**src/rtl/seq_adder_mp.sv**
```systemverilog
// rtl/seq_adder_mp.sv - multi-cycle multi-precision adder built on one 5-bit slice
//
// adder5: 5-bit ripple adder slice.
//   a, b  in  5   slice operands
//   ci    in  1   carry in
//   s     out 5   slice sum
//   co    out 1   slice carry out
//
// seq_adder_mp: walks W = 5*SLICES bit operands through a single adder5,
// low slice first, one slice per clock, carrying through a register.
//   clk       in  1  clock, rising edge
//   rst       in  1  asynchronous active-high reset
//   InValid   in  1  producer offers A/B/Cin
//   InReady   out 1  operands accepted (IDLE only)
//   A, B      in  W  operands, sampled on input handshake
//   Cin       in  1  carry into slice 0, sampled on input handshake
//   OutValid  out 1  Sum/Cout/Overflow hold a new result (DONE only)
//   OutReady  in  1  consumer takes the result
//   Sum       out W  registered sum modulo 2^W
//   Cout      out 1  registered unsigned carry out
//   Overflow  out 1  registered two's-complement overflow

module adder5 (
    input  logic [4:0] a,
    input  logic [4:0] b,
    input  logic       ci,
    output logic [4:0] s,
    output logic       co
);
    logic [5:0] w_full;

    assign w_full = {1'b0, a} + {1'b0, b} + {5'd0, ci};
    assign s      = w_full[4:0];
    assign co     = w_full[5];
endmodule

module seq_adder_mp #(
    parameter int SLICES = 2
) (
    input  logic                clk,
    input  logic                rst,
    input  logic                InValid,
    output logic                InReady,
    input  logic [5*SLICES-1:0] A,
    input  logic [5*SLICES-1:0] B,
    input  logic                Cin,
    output logic                OutValid,
    input  logic                OutReady,
    output logic [5*SLICES-1:0] Sum,
    output logic                Cout,
    output logic                Overflow
);
    localparam int W    = 5 * SLICES;
    localparam int IDXW = (SLICES > 1) ? $clog2(SLICES) : 1;
    localparam logic [IDXW-1:0] LAST_IDX = IDXW'(SLICES - 1);

    typedef enum logic [1:0] {
        S_IDLE = 2'd0,
        S_RUN  = 2'd1,
        S_DONE = 2'd2
    } state_t;

    state_t r_state;
    state_t w_state_next;

    logic [W-1:0]    r_a;
    logic [W-1:0]    r_b;
    logic            r_c;
    logic [IDXW-1:0] r_idx;
    logic [W-1:0]    r_p;
    logic [W-1:0]    r_sum;
    logic            r_cout;
    logic            r_ovf;

    logic [4:0]      w_slice_a;
    logic [4:0]      w_slice_b;
    logic [4:0]      w_slice_s;
    logic            w_slice_co;
    logic [W-1:0]    w_p_merged;
    logic            w_last;
    logic            w_accept;

    // Slice mux: the only path into the shared adder, so the critical path
    // stays one 5-bit ripple regardless of SLICES.
    assign w_slice_a = r_a[5*r_idx +: 5];
    assign w_slice_b = r_b[5*r_idx +: 5];

    adder5 u_adder5 (
        .a  (w_slice_a),
        .b  (w_slice_b),
        .ci (r_c),
        .s  (w_slice_s),
        .co (w_slice_co)
    );

    // Partial sum with the current slice dropped in; on the last slice this
    // is the complete sum, loaded straight into the result register.
    always_comb begin
        w_p_merged = r_p;
        w_p_merged[5*r_idx +: 5] = w_slice_s;
    end

    assign w_last   = (r_idx == LAST_IDX);
    assign w_accept = (r_state == S_IDLE) && InValid;

    always_ff @(posedge clk or posedge rst) begin
        if (rst) begin
            r_state <= S_IDLE;
        end else begin
            r_state <= w_state_next;
        end
    end

    always_comb begin
        w_state_next = r_state;
        InReady      = 1'b0;
        OutValid     = 1'b0;
        case (r_state)
            S_IDLE: begin
                InReady = 1'b1;
                if (InValid) begin
                    w_state_next = S_RUN;
                end
            end
            S_RUN: begin
                if (w_last) begin
                    w_state_next = S_DONE;
                end
            end
            S_DONE: begin
                OutValid = 1'b1;
                if (OutReady) begin
                    w_state_next = S_IDLE;
                end
            end
            default: begin
                w_state_next = S_IDLE;
            end
        endcase
    end

    always_ff @(posedge clk or posedge rst) begin
        if (rst) begin
            r_a    <= '0;
            r_b    <= '0;
            r_c    <= 1'b0;
            r_idx  <= '0;
            r_p    <= '0;
            r_sum  <= '0;
            r_cout <= 1'b0;
            r_ovf  <= 1'b0;
        end else if (w_accept) begin
            r_a   <= A;
            r_b   <= B;
            r_c   <= Cin;
            r_idx <= '0;
        end else if (r_state == S_RUN) begin
            r_p   <= w_p_merged;
            r_c   <= w_slice_co;
            r_idx <= r_idx + IDXW'(1);
            if (w_last) begin
                r_sum  <= w_p_merged;
                r_cout <= w_slice_co;
                // Signed overflow: like-signed operands producing a result of
                // the other sign. Cin does not alter the rule.
                r_ovf  <= (r_a[W-1] == r_b[W-1]) && (w_p_merged[W-1] != r_a[W-1]);
            end
        end
    end

    assign Sum      = r_sum;
    assign Cout     = r_cout;
    assign Overflow = r_ovf;
endmodule

```
**config.mk**
```make
export PLATFORM = sky130hd
export DESIGN_NAME = seq_adder_mp
export DESIGN_NICKNAME = d
export VERILOG_FILES = /design/src/rtl/seq_adder_mp.sv
export SDC_FILE = /design/constraint.sdc
export NUM_CORES = 1
export LEC_CHECK = 0
export CORE_ASPECT_RATIO = 0.6
export CORE_UTILIZATION = 44
export CTS_BUF_LIST = sky130_fd_sc_hd__clkbuf_16
export DETAILED_ROUTE_END_ITERATION = 10
export GPL_TIMING_DRIVEN = 0
export HOLD_SLACK_MARGIN = 0.03
export PLACE_DENSITY = 0.72
export SYNTH_ARGS = -nofsm -noshare
export SYNTH_HDL_FRONTEND = slang
export SYNTH_SLANG_ARGS = --single-unit
export TNS_END_PERCENT = 30
```
**constraint.sdc**
```tcl
create_clock -name clk -period 2.38 [get_ports clk]
set_clock_uncertainty 0.05 [all_clocks]
set_input_delay 0.595 -clock clk [delete_from_list [all_inputs] [get_ports clk]]
set_output_delay 0.595 -clock clk [all_outputs]
set_load 0.01 [all_outputs]
```
==> summary.md <==
| Metric | Value |
|---|---|
| Core area | ~0.0042 mm2 |
| Startpoint Class | flip-flop |
| Root buf cell | clkbuf_16 |
| Num CTS Buffers | 5 |
| Crit. End Element | flip-flop |
| Number of hold buffers added after CTS | 0 |
| Maximum vdd ir drop | 0.000721 V |
| Gpl congestion | 0.743 |
| Net Count, Synth | around 180 |
| Initial Utilization | 47.0% |
| Per-cell routed wire length | 15.2 um |
| CTS Sinks | 41 |
| Syn avg cell area | 13.2 um2 |
| Setup total negative slack | -71.9 ps |
| Nets | 231 |
| YS warnings | 0 |
| Layout cell share with drive strength beyond 1 | between 30% and 40% |
| # setup viols final | 2 |
| Crit path required time | 2500 ps |
| Latest clock arrival within the worst-skew pair | 280 ps |
| Final worst-path cycle share | 102% |
| Worst EP arrival | between 2000 and 3000 ps |
| Commonest cells in the netlist | 41 x dfrtp_1, 16 x mux2_2, 16 x mux2_4 |
| Via density | 4.94 |
| Most frequent cell after synthesis | dfrtp_1 |
| Die X | 88.6 um |
| Register area share after synthesis | 51.9% |
| Max Fclk | 0.413 GHz |
| Ys async rst share | 100% |
| Worst-case clock buffer depth | 2 |
| Seq cells post-synth | 41 |
| Final WS setup | -43.5 ps |
| Clk slew on worst S/H paths | 60 ps |
| Outcome | finished, violations left |
| CTS tree | built |
| Hold Fails Final Rpt | 0 |
| Synthesized area | 0.00198 mm2 |
| Layout area overhead | 35.3% |
| Antenna diode count | 0 |
| Die area | 0.00478 mm2 |
| Total gr overflow | 0 |
| Final worst path period need | roughly 2400 ps |
| Die H | approximately 54 um |
| Starting DRT DRC Count | 55 |
| Largest net degree at the start of global routing | 42 |
| Total power | 4.58 mW |
| Syn Inst Count | 150 |
| First-pass GRT wire length | 6490 um |
| Crit Path Category | flip-flop to flip-flop |
| H-Tree Depth | 2 |
| Crit path max fanout | 4 |
| Cell Area, Placed | 0.00244 mm2 |
| PwrDens | between 1500 and 2000 mW/mm2 |
| Detailed Route WL | ~4000 um |
| Area contributors post-synth | dfrtp_1 52%, mux2_4 12%, mux2_2 9.1% |
| Global Route Usage Sum | 19.2% |
| Antenna-violating nets left | 0 |
| Final hold slack | 425 ps |
| Number of synthesized flops with an enable pin | 0 |
| Fin area | 0.00268 mm2 |
| Synth Flop Type | dfrtp_1 |
| Worst slack, placed | -204 ps |
| Slew @ Worst Pin | 838 ps |
| Drt drc | 0 |
| Worst rel slew slack | 44.1% |
| Max-cap violations | 0 |
| Initial antenna violation count | 0 |
| Total I/O pin count | 39 |
| Rows | 18 |
| Synth area leader | dfrtp_1 |
| Worst hold path class | flip-flop to flip-flop |
| Leak Pwr | 1.20 nW |
| Failing checks | negative setup slack |
| Buffers added on ports | 38 |
| Vias after detailed routing | approximately 1300 |
| Pre-Repair DR Iteration Count | 4 |
| Pins over their slew limit | 0 |
| Post-synth cell types | 32 |
| Placed wire-length estimate | 2820 um |
| Vias in the first global route | ~1300 |
| Yosys top cell area share | 51.9% |
| Unrepaired setup endpoints after global routing | yes |
metal layers:
layer | wire length (um) | track usage [%] | vias to the layer above | part of all wire [%]
li1 | - | - | 607 | -
met1 | 1960 | 26.5 | 642 | 50
met2 | 1720 | 29.1 | 35 | 43
met3 | 221 | 4.91 | 5 | 5.6
met4 | 53 | 8.06 | 0 | 1.3
met5 | 0 | 0 | - | 0
flip-flops by register name, indices dropped and copies added (netlist names):
signal and flops:
r_a 10, Cout 1, r_state 2, r_idx 1, r_b 10, Sum 10, r_c 1, r_p 5
Overflow 1
worst max-delay path: stages, from the launching register on:
cell and delay [ps]:
dfrtp_2 420, buf_8 140, mux2i_2 150, fa_2 370
fa_2 370, nand2b_4 160, a21oi_4 140, xor2_2 110
buf_4 150, mux2_2 250
kinds of logic (layout without fill, tap and decap cells):
logic type / count (synthesis) / in the layout / share of synthesized area (%)
flops: 41 / 41 / 51.9
fa+ha+maj: 6 / 6 / 4.55
simple gates: 32 / 32 / 8.35
compound gates: 18 / 18 / 5.00
mux: 37 / 37 / 23.8
xor+xnor: 3 / 3 / 1.71
buf+inv: 13 / 64 / 4.74
area by class of cell:
class | instances | area (um2)
Timing Repair Buffer | 43 | 418
Clock buffer | 5 | 125
Multi-Input combinational cell | 96 | 886
Tap cell | 60 | 75.1
Sequential cell | 41 | 1030
Inverter | 6 | 22.5
Clock inverter | 3 | 41.3
Buffer | 7 | 81.3
Fill cell | 332 | 1540
report_power, final:
part | switching (mW) | leakage [nW] | internal, mW
Sequential | 0.205 | 0.495 | 1.06
Clock | 0.269 | 0.0775 | 0.491
Combinational | 1.14 | 0.627 | 1.42
worst paths after layout:
check	from	end	slack, ps	cells past startpoint
hold reg to reg	Sum[7]	Sum[7]	420	1
setup reg to reg	r_idx	r_p[4]	-40	9
min in group asynchronous	rst	r_b[9]	760	2
setup / recovery	r_idx	r_p[4]	-40	9
hold / removal	Sum[7]	Sum[7]	420	1
max in group asynchronous	rst	r_idx	950	2
per-stage QoR:
stage / instances / utilization [%]
final: 261 / 63.5
after global routing: 261 / 63.5
after CTS: 261 / 63.5
after detailed placement: 248 / 58.1
after global placement: 248 / 58.1
after floorplan: 150 / -
layout by cell type, fill, tap and decap left out, types with 3 or more instances in the layout:
cell             instances
nand2_1                 14
mux2_2                  16
mux2i_1                  3
mux2_4                  16
inv_1                    5
ha_1                     4
o21ai_0                 12
clkdlybuf4s50_1         38
buf_4                    5
dfrtp_1                 40
nor2_1                   5
buf_2                    3
clkbuf_16                5
timing repair:
item / in CTS / in global routing
setup buffers: 5 / 0
pin swaps: 4 / 3
resized for setup: 5 / 1
setup endpoints to repair: 3 / 5
Note: power is estimated with default switching activity, not from simulation.
